## config.mk

```make
export PLATFORM = sky130hd
export DESIGN_NAME = pwm3_table_reader
export DESIGN_NICKNAME = d
export VERILOG_FILES = /design/src/rtl/pwm3_table_reader.sv
export SDC_FILE = /design/constraint.sdc
export NUM_CORES = 1
export LEC_CHECK = 0
export ABC_AREA = 1
export CORE_MARGIN = 2
export CORE_UTILIZATION = 50
export CTS_BUF_LIST = sky130_fd_sc_hd__clkbuf_4 sky130_fd_sc_hd__clkbuf_8
export CTS_CLUSTER_SIZE = 24
export DETAILED_ROUTE_END_ITERATION = 10
export GPL_TIMING_DRIVEN = 0
export PLACE_DENSITY_LB_ADDON = 0.2
export SETUP_SLACK_MARGIN = 0.2
export SYNTH_ARGS = -nofsm -noshare
export SYNTH_HDL_FRONTEND = slang
export SYNTH_SLANG_ARGS = --single-unit
```

## constraint.sdc

```tcl
create_clock -name clk -period 2 [get_ports clk]
set_input_delay 0.2 -clock clk [delete_from_list [all_inputs] [get_ports clk]]
set_output_delay 0.2 -clock clk [all_outputs]
set_load 0.01 [all_outputs]
```

## src/rtl/pwm3_table_reader.sv

```systemverilog
// pwm3_table_reader: three-phase table-driven PWM modulator.
// Walks a phase accumulator and drives the base address of a shared duty ROM.
// At each carrier boundary (cnt == 0) it latches the ROM's three phase outputs.
// Each latched duty is compared against a center-aligned triangle carrier.
// The compare result, registered, is the PWM output for that phase.
// Optional feature macro: PWM3_DEADTIME_EN adds complementary low-side outputs
// with DEAD clocks of dead-time on every edge of the raw compare.
//
// state | meaning
// ------+------------------------------------------------------------------
// IDLE  | stopped; carrier parked at 0, outputs low
// RUN   | carrier running; at cnt == 0, duties latched and acc stepped
// DRAIN | en dropped; finish the current period, stop at the next cnt == 0
module pwm3_table_reader #(
    parameter int ACC_BITS = 24,
    parameter int CAR_MAX  = 15,
    parameter int DEAD     = 2
) (
    input  logic        clk,
    input  logic        rst_n,
    input  logic        en,
    input  logic [15:0] freq_word,
    input  logic [3:0]  rom_d1,
    input  logic [3:0]  rom_d2,
    input  logic [3:0]  rom_d3,
    output logic [15:0] rom_addr,
    output logic        rom_en,
    output logic        pwm_a,
    output logic        pwm_b,
    output logic        pwm_c,
`ifdef PWM3_DEADTIME_EN
    output logic        pwm_a_n,
    output logic        pwm_b_n,
    output logic        pwm_c_n,
`endif
    output logic        busy,
    output logic        sample_strobe
);

    localparam int CW = $clog2(CAR_MAX + 1);
    localparam int KW = (CW > 4) ? CW : 4;

    typedef enum logic [1:0] {
        IDLE  = 2'd0,
        RUN   = 2'd1,
        DRAIN = 2'd2
    } state_t;

    state_t              state;
    state_t              state_nx;
    logic                boundary;
    logic                latch_en;
    logic [CW-1:0]       cnt;
    logic                dir_dn;
    logic [ACC_BITS-1:0] acc;
    logic [ACC_BITS-1:0] acc_nx;
    logic [7:0]          addr_q;
    logic [3:0]          duty_a;
    logic [3:0]          duty_b;
    logic [3:0]          duty_c;
    logic                strobe_q;
    logic [2:0]          cmp_q;

    assign boundary = (state != IDLE) && (cnt == '0);
    assign acc_nx   = acc + ACC_BITS'(freq_word);

    // State register.
    always_ff @(posedge clk or negedge rst_n) begin
        if (!rst_n) begin
            state <= IDLE;
        end else begin
            state <= state_nx;
        end
    end

    // Next state. Stop/continue is decided only on boundary cycles.
    // Away from a boundary, RUN and DRAIN differ only in the en they saw last.
    always_comb begin
        state_nx = state;
        latch_en = 1'b0;
        case (state)
            IDLE: begin
                if (en) begin
                    state_nx = RUN;
                end
            end
            RUN, DRAIN: begin
                if (boundary) begin
                    if (en) begin
                        state_nx = RUN;
                        latch_en = 1'b1;
                    end else begin
                        state_nx = IDLE;
                    end
                end else begin
                    state_nx = en ? RUN : DRAIN;
                end
            end
            default: state_nx = IDLE;
        endcase
    end

    // Triangle carrier: 0 up to CAR_MAX, then back down to 1, repeating.
    always_ff @(posedge clk or negedge rst_n) begin
        if (!rst_n) begin
            cnt    <= '0;
            dir_dn <= 1'b0;
        end else if (state == IDLE || (boundary && !latch_en)) begin
            cnt    <= '0;
            dir_dn <= 1'b0;
        end else if (cnt == '0) begin
            cnt    <= CW'(1);
            dir_dn <= 1'b0;
        end else if (cnt == CW'(CAR_MAX)) begin
            cnt    <= CW'(CAR_MAX - 1);
            dir_dn <= 1'b1;
        end else if (dir_dn) begin
            cnt <= cnt - CW'(1);
        end else begin
            cnt <= cnt + CW'(1);
        end
    end

    // Boundary update: latch duties from the current address, then step acc.
    // The ROM therefore sees a new address a full period before it is read.
    always_ff @(posedge clk or negedge rst_n) begin
        if (!rst_n) begin
            acc      <= '0;
            addr_q   <= '0;
            duty_a   <= '0;
            duty_b   <= '0;
            duty_c   <= '0;
            strobe_q <= 1'b0;
        end else begin
            strobe_q <= latch_en;
            if (latch_en) begin
                duty_a <= rom_d1;
                duty_b <= rom_d2;
                duty_c <= rom_d3;
                acc    <= acc_nx;
                addr_q <= acc_nx[ACC_BITS-1 -: 8];
            end
        end
    end

    // Carrier compare, one clock behind cnt/duty; held low while idle.
    always_ff @(posedge clk or negedge rst_n) begin
        if (!rst_n) begin
            cmp_q <= '0;
        end else if (state == IDLE) begin
            cmp_q <= '0;
        end else begin
            cmp_q[0] <= KW'(cnt) < KW'(duty_a);
            cmp_q[1] <= KW'(cnt) < KW'(duty_b);
            cmp_q[2] <= KW'(cnt) < KW'(duty_c);
        end
    end

`ifdef PWM3_DEADTIME_EN
    localparam int            HW        = (DEAD < 2) ? 1 : $clog2(DEAD + 1);
    localparam logic [HW-1:0] HOLD_LOAD = HW'((DEAD > 0) ? DEAD - 1 : 0);

    logic [2:0]    raw_q;
    logic [2:0]    hi_q;
    logic [2:0]    lo_q;
    logic [HW-1:0] hold_q [3];

    // Dead-time: any edge on the compare blanks both sides for DEAD clocks.
    // A pulse shorter than DEAD re-arms the blanking and never reaches an output.
    always_ff @(posedge clk or negedge rst_n) begin
        if (!rst_n) begin
            raw_q <= '0;
            hi_q  <= '0;
            lo_q  <= '0;
            for (int i = 0; i < 3; i++) begin
                hold_q[i] <= '0;
            end
        end else begin
            for (int i = 0; i < 3; i++) begin
                if (state == IDLE) begin
                    raw_q[i]  <= 1'b0;
                    hi_q[i]   <= 1'b0;
                    lo_q[i]   <= 1'b0;
                    hold_q[i] <= '0;
                end else if (cmp_q[i] != raw_q[i]) begin
                    raw_q[i]  <= cmp_q[i];
                    hold_q[i] <= HOLD_LOAD;
                    hi_q[i]   <= 1'b0;
                    lo_q[i]   <= 1'b0;
                end else if (hold_q[i] != '0) begin
                    hold_q[i] <= hold_q[i] - HW'(1);
                    hi_q[i]   <= 1'b0;
                    lo_q[i]   <= 1'b0;
                end else begin
                    hi_q[i] <= raw_q[i];
                    lo_q[i] <= ~raw_q[i];
                end
            end
        end
    end

    assign pwm_a   = hi_q[0];
    assign pwm_b   = hi_q[1];
    assign pwm_c   = hi_q[2];
    assign pwm_a_n = lo_q[0];
    assign pwm_b_n = lo_q[1];
    assign pwm_c_n = lo_q[2];
`else
    assign pwm_a = cmp_q[0];
    assign pwm_b = cmp_q[1];
    assign pwm_c = cmp_q[2];
`endif

    assign rom_addr      = {8'h00, addr_q};
    assign rom_en        = (state != IDLE);
    assign busy          = (state != IDLE);
    assign sample_strobe = strobe_q;

endmodule

```

==> reports/metrics.yaml, run 1 <==
tritoncts: "done"
syn_area_um2: 3521
yosysMostFrequentCell: "nand2_1"
min_period_ns: 1.723
p_per_area_nw_per_um2: 1265
coreArea_um2: 6794
die_h_um: 87.92
nNetsFinal: 630
clkLatencyLatePin_ns: 0.31
whs_ns: 0.3231
path_clk_slew_ns: 0.10
maxCapViolCount: 0
portBuffers: 44
ff2ff_setup_slack_ns: 0.28
antenna_found_initial: 0
p_leak_nw: 2.349
max_stage_delay_ns: 0.42
std_cell_rows: 30
ys_types: 33
drc_errors: 0
ys.warnings.count: 0
yosysTopAreaCell: "dfrtp_1"
preCtsSetupSlack_ns: -0.2696
critical_path.top_delay_family: "simple AND/OR/NAND/NOR gates"
grt_pass1_vias: 3014
rsz0062_at_grt: "no"
die_w_um: 87.92
slew_violations: 0
hold_viol: 0
synthFlopType: "dfrtp_1"
post-route-period-util_pct: 86.15
cp.depth: 10
max_freq_mhz: 580.4
grt_first_pass_wirelength_um: 13120
overflow: 0
start_util_pct: 51.82
wl_um: 8197
final_core_util_pct: 67.09
run_status: "completed"
routedWlPerCell_um: 12.33
stdcell_area_um2: 4558
crit_type: "reg -> reg"
setup_slack_ns: 0.2770
firstDrtPassIters: 4
placed_cell_area_um2: 4123
clock-sinks: 47
synth_top_area_share_pct: 33.40
synth_seq_cells: 47
finalWeightedCongestion: 0.9123
setup.worst_path.start_class: "flop"
min_path_type: "in -> async"
num_vias: 3286
io_pins: 53
grt_use_total_pct: 21.25
slowest_stage: "dfrtp_1"
areaGrowthSynthToFinish_pct: 29.46
grt_max_degree: 35
h-tree-depth: 2
yosys-top-cells-area: "dfrtp_1 (33%), nand2_1 (20%), ha_1 (10%), inv_1 (7.8%), nand3_1 (3.7%)"
synth-async-reset-ratio_pct: 100.0
critPathCaptureType: "flop"
crit_required_ns: 2.21
regArea_um2: 1176
syn-instance-count: 500
cts_root_buffer: "clkbuf_8"
peakVddDrop_uv: 590.1
synth.avg_cell_area_um2: 7.042
rr_endpoint: "acc[20]"
setup_viol: 0
cp_num_buf_inv: 0
via_per_inst: 4.941
synth_commonest_cells: "nand2_1 (184), inv_1 (73), dfrtp_1 (47)"
drt_iter0_markers: 152
reg2regPathDepth: 10
postRouteAntennaNets: 0
drive_gt1_share_pct: 15.64
hpwl_um: 5999
skew_ns: 0.004456
synth_edf_count: 0
rr_startpoint: "acc[0]"
multi_input_area_um2: 2163
clock_path_buffers: 2
ys_seq_area_share_pct: 33.40
path_cells: "ha_4, fa_2, nand3_2, nand3_4, nand2_1, nand2_2, nand3_2, nand2_4, nand3b_1, nand2_1"
n_fill_cell: 610
antenna_cells: 0
die_area_um2: 7729
crit_path_max_fanout: 4
cp_data_arrival_time_ns: 1.93
cts_buffers: 5
## cell usage in the layout (no fill, tap or decap), types with 9 or more instances in the layout
cell and instances:
nand2_1 175, inv_1 72, dfrtp_1 47, clkdlybuf4s50_1 41
nor2_1 27, buf_4 25, o21ai_0 21, a21oi_1 18
nand3_1 18, ha_1 15, ha_4 13, nand3_2 9
## metal layers
| layer | global-route usage, % | share of wire, % |
|---|---|---|
| met1 | 29.04 | 48 |
| met2 | 35.61 | 47 |
| met3 | 2.733 | 4.0 |
| met4 | 5.594 | 1.2 |
| met5 | 0 | 0 |
## stage by stage
stage | total power, mW | cells | TNS (ns)
finish | 5.767 | 665 | 0
global route | 6.295 | 665 | 0
CTS | 5.289 | 659 | 0
detailed placement | 4.617 | 648 | -1.518
global placement | 4.533 | 647 | -33.34
floorplan | 3.767 | 507 | 0
## state kept, by name, indices dropped and copies added, names as in the netlist
register	cells
sample_strobe	1
duty_a	4
cnt	4
duty_b	4
dir_dn	1
duty_c	4
acc	24
cmp_q	3
state	2
## cells by family (layout without fill, tap and decap cells)
| kind of cell | count (synthesis) | after routing | synth area share [%] |
|---|---|---|---|
| AND/OR/NAND/NOR | 265 | 265 | 31.63 |
| buffers and inverters | 97 | 159 | 13.57 |
| AO/OA/AOI/OAI | 52 | 52 | 8.103 |
| flip-flops | 47 | 47 | 33.40 |
| adder cells (fa/ha/maj) | 31 | 31 | 11.44 |
| XOR/XNOR | 7 | 7 | 1.741 |
| other | 1 | 8 | 0.1065 |
## how the worst max path moves through the flow
stage	startpoint	to	slack, ns
CTS	acc[0]	acc[20]	0.19
floorplan	acc[0]	acc[16]	0.28
finish	acc[0]	acc[20]	0.28
global route	acc[4]	acc[11]	0.19
global placement	rst_n	acc[22]	-0.68
detailed placement	freq_word[0]	acc[20]	-0.27
## what timing repair did
action                                 4_1_cts  5_1_grt
pin swaps                                    1        6
buffers inserted                             2        6
hold buffers                                 1        0
setup endpoints to repair                   11       16
resized for setup                            9       44
endpoints found under the hold margin       13        0
## power by group
part / internal [mW] / switching [mW]
combinational: 1.58 / 1.97
clock: 0.252 / 0.372
sequential: 1.33 / 0.264
## area by class of cell
class / instances / area share [%]
Buffer: 23 / 4.365
Clock buffer: 5 / 1.510
Clock inverter: 3 / 0.4941
Inverter: 74 / 6.259
Multi-Input combinational cell: 363 / 47.46
Sequential cell: 47 / 25.80
Tap cell: 96 / 2.635
Timing Repair Buffer: 54 / 11.47
Note: power is estimated with default switching activity, not from simulation.
==> inputs of run 2 (changes only) <==
Clock period 2 ns to 1.8 ns, I/O delays scaled along.
==> run 2 against run 1 <==
Compared with the run above: sequential power is 11% higher; clock power grew 11%; first-iteration DRC count is 69% higher.
==> reports/metrics.yaml, run 2 (same netlist as run 1, synthesis figures left out) <==
critPathCaptureType: "flop"
grt_use_total_pct: 22.97  # +1.7 points
portBuffers: 44  # unchanged
cts_root_buffer: "clkbuf_8"
h-tree-depth: 2  # unchanged
wl_um: 10090  # +23%
p_leak_nw: 2.652  # +13%
postRouteAntennaNets: 0  # unchanged
grt_pass1_vias: 3169  # +5.1%
num_vias: 3595  # +9.4%
clkLatencyLatePin_ns: 0.31  # about the same
setup.worst_path.start_class: "flop"
rsz0062_at_grt: "yes"
drt_iter0_markers: 257  # +69%
crit_path_max_fanout: 5  # +1
intPower_mw: 4.401  # +39%
crit_type: "reg -> reg"
slew_violations: 0  # unchanged
nNetsFinal: 660  # +4.8%
tns_ns: 0  # unchanged
reg2regPathDepth: 10  # unchanged
routedWlPerCell_um: 14.52  # +18%
clock-sinks: 47  # unchanged
finalWeightedCongestion: 0.9255  # +1.4%
overflow: 0  # unchanged
via_per_inst: 5.173  # +4.7%
run_status: "completed"
cp_data_arrival_time_ns: 1.91  # -0.02 ns
areaGrowthSynthToFinish_pct: 49.11
stdcell_area_um2: 5250  # +15%
die_area_um2: 7729  # unchanged
skew_ns: 0.005907  # +0.001451 ns
post-route-period-util_pct: 94.90  # +8.8 points
clkPwrFrac_pct: 8.6  # -2.2 points
power.net_switching_mw: 3.679  # +41%
setup_viol: 0  # unchanged
io_pins: 53  # unchanged
max_freq_mhz: 585.4  # +0.86%
min_period_ns: 1.708  # -0.01469 ns
hpwl_um: 6004  # about the same
antenna_found_initial: 0  # unchanged
preCtsSetupSlack_ns: -0.2577  # +0.01190 ns
whs_ns: 0.3276  # +0.004498 ns
total_power_mw: 8.080  # +40%
drive_gt1_share_pct: 30.55  # +15 points
grt_max_degree: 32  # -8.6%
peakVddDrop_uv: 741.0  # +26%
largest_register_ffs: 24  # unchanged
clock_path_buffers: 2  # unchanged
placed_cell_area_um2: 4133  # +0.24%
path_clk_slew_ns: 0.10  # about the same
seqPwrFrac_pct: 21.7  # -5.9 points
layout_commonest_cell: "nand2_1"
antenna_cells: 0  # unchanged
start_util_pct: 51.82  # unchanged
regMostFlops: "acc"
die_h_um: 87.92  # unchanged
ff2ff_setup_slack_ns: 0.09  # -0.19 ns
min_path_type: "in -> async"
tritoncts: "done"
firstDrtPassIters: 5  # +1
p_per_area_nw_per_um2: 1539  # +22%
coreArea_um2: 6794  # unchanged
combPwrFrac_pct: 69.7  # +8.1 points
drc_errors: 0  # unchanged
sw_frac_of_total_pct: 45.53  # +0.40 points
std_cell_rows: 30  # unchanged
die_w_um: 87.92  # unchanged
setup_slack_ns: 0.09174  # -0.1853 ns
hold_viol: 0  # unchanged
cts_buffers: 5  # unchanged
rr_endpoint: "acc[15]"
grt_first_pass_wirelength_um: 14110  # +7.5%
crit_required_ns: 2.00  # -0.21 ns
maxCapViolCount: 0  # unchanged
mostFrequentLayoutCells: "nand2_1 (144), inv_1 (66), dfrtp_1 (44)"
rr_startpoint: "acc[3]"
[run 2: worst max-delay path: stages, from the launching register on]
cell,delay [ns]
dfrtp_1,0.43
ha_4,0.32
nand2_1,0.12
nor2_2,0.16
nand2_1,0.08
nand2_2,0.12
nand2_1,0.09
nand2_1,0.07
nand2_1,0.05
nand3_1,0.08
nand2_1,0.08
[run 2: timing repair]
item | CTS | global route
pin swaps | 17 | 23
gates resized for setup | 60 | 97
setup buffers | 14 | 16
hold buffers | 1 | 0
cloned | 1 | 7
hold endpoints to repair | 16 | 0
setup endpoints to repair | 24 | 43
[run 2: layer usage]
layer / global-route usage [%] / vias to the layer above / part of all wire (%)
met5: 0 / - / 0
met4: 6.014 / 0 / 2.0
met3: 3.582 / 20 / 5.6
met2: 38.98 / 159 / 50
met1: 30.62 / 1676 / 42
li1: - / 1740 / -
[run 2: worst max path at each step]
stage / from / end / slack (ns) / depth (start not counted)
global route: acc[3] / acc[15] / -0.03 / 10
floorplan: acc[0] / acc[16] / 0.20 / 10
global placement: rst_n / acc[17] / -0.86 / 1
finish: acc[3] / acc[15] / 0.09 / 10
detailed placement: freq_word[0] / acc[16] / -0.26 / 11
CTS: acc[0] / acc[14] / 0.09 / 10
[run 2: power groups by stage]
stage               registers, mW  clock network [mW]  logic [mW]
floorplan                    1.69                   0        2.50
global placement             1.71                   0        3.33
detailed placement           1.73                   0        3.42
CTS                          1.76               0.706        4.28
global route                 1.80               0.764        6.09
finish                       1.76               0.693        5.63
[run 2: final cells by class]
type	count	area (um2)
Inverter	74	290.3
Fill cell	463	1544
Timing Repair inverter	1	11.26
Sequential cell	47	1180
Tap cell	96	120.1
Multi-Input combinational cell	365	2489
Clock inverter	3	22.52
Clock buffer	5	68.82
Buffer	23	214.0
Timing Repair Buffer	81	854.6
[run 2: metrics by stage]
step                      std cells  util (%)
final                           695     77.27
after global routing            695     77.27
after CTS                       672     69.32
after detailed placement        648     60.83
after global placement          647     60.61
after floorplan                 507         -
==> inputs of run 3 (changes only) <==
Settings changed: CORE_MARGIN 2 to 1.5.
==> run 3 against run 2 <==
Compared with the run above: non-clock buffer count fell by 15; count of clock-buffer cells in the layout up 1; worst setup slack worse by 0.041 ns; sequential power about the same; flip-flop and latch count is the same; critical path type unchanged.
==> reports/metrics.yaml, run 3 (same netlist as run 1, synthesis figures left out) <==
run_status: "completed"
nNetsFinal: 642  # -2.7%
routedWlPerCell_um: 13.47  # -7.3%
tritoncts: "done"
max_freq_mhz: 571.6  # -2.4%
antenna_cells: 0  # unchanged
power.net_switching_mw: 3.313  # -9.9%
layout_commonest_cell: "nand2_1"
min_period_ns: 1.749  # +0.04113 ns
cp_data_arrival_time_ns: 1.96  # +0.05 ns
drc_errors: 0  # unchanged
clock_path_buffers: 2  # unchanged
p_leak_nw: 2.498  # -5.8%
std_cell_rows: 30  # unchanged
skew_ns: 0.01111  # +0.005207 ns
placed_cell_area_um2: 4133  # unchanged
seqPwrFrac_pct: 24.4  # +2.7 points
cts_buffers: 5  # unchanged
clock-sinks: 47  # unchanged
areaGrowthSynthToFinish_pct: 40.65
crit_path_max_fanout: 5  # unchanged
num_vias: 3447  # -4.1%
crit_type: "reg -> reg"
portBuffers: 44  # unchanged
cts_root_buffer: "clkbuf_8"
final_core_util_pct: 72.89  # -4.4 points
maxCapViolCount: 0  # unchanged
path_clk_slew_ns: 0.10  # about the same
largest_register_ffs: 24  # unchanged
regMostFlops: "acc"
sw_frac_of_total_pct: 46.05  # +0.52 points
use_met1_pct: 30.39  # -0.23 points
drt_iter0_markers: 198  # -23%
grt_max_degree: 32  # unchanged
wl_um: 9117  # -9.7%
hold_viol: 0  # unchanged
min_path_type: "in -> async"
h-tree-depth: 2  # unchanged
clkPwrFrac_pct: 9.8  # +1.2 points
via_per_inst: 5.092  # -1.6%
setup.worst_path.start_class: "flop"
die_w_um: 86.92  # -1.1%
start_util_pct: 51.82  # unchanged
firstDrtPassIters: 4  # -1
grt_util_met3_pct: 3.886  # +0.30 points
combPwrFrac_pct: 65.8  # -3.9 points
rsz0062_at_grt: "yes"
p_per_area_nw_per_um2: 1453  # -5.6%
setup_slack_ns: 0.05061  # -0.04113 ns
peakVddDrop_uv: 553.9  # -25%
crit_required_ns: 2.01  # about the same
n_fill_cell: 532  # +15%
preCtsSetupSlack_ns: -0.2872  # -0.02952 ns
setup_viol: 0  # unchanged
mostFrequentLayoutCells: "nand2_1 (149), inv_1 (69), dfrtp_1 (43)"
grt_use_met2_pct: 39.39  # +0.41 points
total_power_mw: 7.196  # -11%
hpwl_um: 5965  # -0.65%
overflow: 0  # unchanged
intPower_mw: 3.882  # -12%
grt_first_pass_wirelength_um: 13910  # -1.4%
drive_gt1_share_pct: 26.51  # -4.0 points
post-route-period-util_pct: 97.19  # +2.3 points
antenna_found_initial: 0  # unchanged
finalWeightedCongestion: 0.9310  # +0.59%
clkLatencyLatePin_ns: 0.32  # about the same
postRouteAntennaNets: 0  # unchanged
grt_use_total_pct: 23.38  # +0.42 points
stdcell_area_um2: 4952  # -5.7%
critPathCaptureType: "flop"
die_h_um: 86.92  # -1.1%
die_area_um2: 7554  # -2.3%
slew_violations: 0  # unchanged
grt_pass1_vias: 3110  # -1.9%
io_pins: 53  # unchanged
coreArea_um2: 6794  # unchanged
grt-busiest-layer: "met2"
## run 3: changes by cell type in the layout (fill, tap and decap cells not counted), moves of 3 or more
cell       delta
buf_4         -6
o21ai_0       +9
nor2_4        +3
o21ai_2       -8
inv_1         +3
nand2_2       -9
buf_8         -4
clkbuf_16     -4
nand2_1       +5
nand2_4       +5
inv_2         -3
## run 3: metal layers
layer / routed length [um] / vias to the layer above
met4: 189 / 0
li1: - / 1700
met2: 4474 / 113
met3: 492 / 18
met5: 0 / -
met1: 3960 / 1616
## run 3: through the flow
| stage | hold slack (ns) | setup TNS, ns | instances |
|---|---|---|---|
| 2_1_floorplan | -0.1156 | 0 | 507 |
| 6_report | 0.3308 | 0 | 677 |
| 3_5_place_dp | 0.1531 | -3.122 | 648 |
| 5_1_grt | 0.3761 | -0.02521 | 677 |
| 3_3_place_gp | 0.4688 | -43.56 | 647 |
| 4_1_cts | 0.3438 | 0 | 665 |
## run 3: path summary, 6_finish.rpt
path,from,endpoint,slack (ns),cells after the start
max,acc[7],acc[20],0.05,10
min,rst_n,sample_strobe,0.33,2
max reg2reg,acc[7],acc[20],0.05,10
min reg2reg,acc[23],acc[23],0.51,2
max in group asynchronous,rst_n,cnt[1],0.93,3
min in group clk,rom_d1[0],duty_a[0],0.41,3
## run 3: power groups by stage
| stage | combinational, mW | clock (mW) | sequential, mW |
|---|---|---|---|
| after floorplan | 2.50 | 0 | 1.69 |
| after global placement | 3.32 | 0 | 1.71 |
| after detailed placement | 3.41 | 0 | 1.73 |
| after CTS | 4.00 | 0.710 | 1.75 |
| after global routing | 5.20 | 0.755 | 1.79 |
| final | 4.74 | 0.703 | 1.76 |
## run 3: area by class of cell
type	instances	area, um2	area share [%]
sequential	47	1181	23.85
timing repair buffer	66	620.6	12.53
buffer	23	198.9	4.017
clock inverter	2	16.27	0.3284
inverter	74	285.3	5.760
multi-input combinational	363	2454	49.55
tap	96	120.1	2.425
clock buffer	6	76.32	1.541
## run 3: repair_timing
action                                 4_1_cts  5_1_grt
gates cloned                                 0        0
endpoints found under the hold margin       16        0
setup buffers                                8       12
setup endpoints to repair                   29       41
gates resized for setup                     55       78
pin swaps                                   22       27
hold buffers                                 1        0
## run 3: critical path, cell delays in order, from the launching register on
cell and delay, ns:
dfrtp_1 0.42, ha_4 0.31, nand2_1 0.15, nor2_2 0.22, nand2_2 0.11, nand2_4 0.09, nand3_2 0.10, nand2_4 0.10
nand2_1 0.05, nand2_1 0.06, nand2_1 0.05
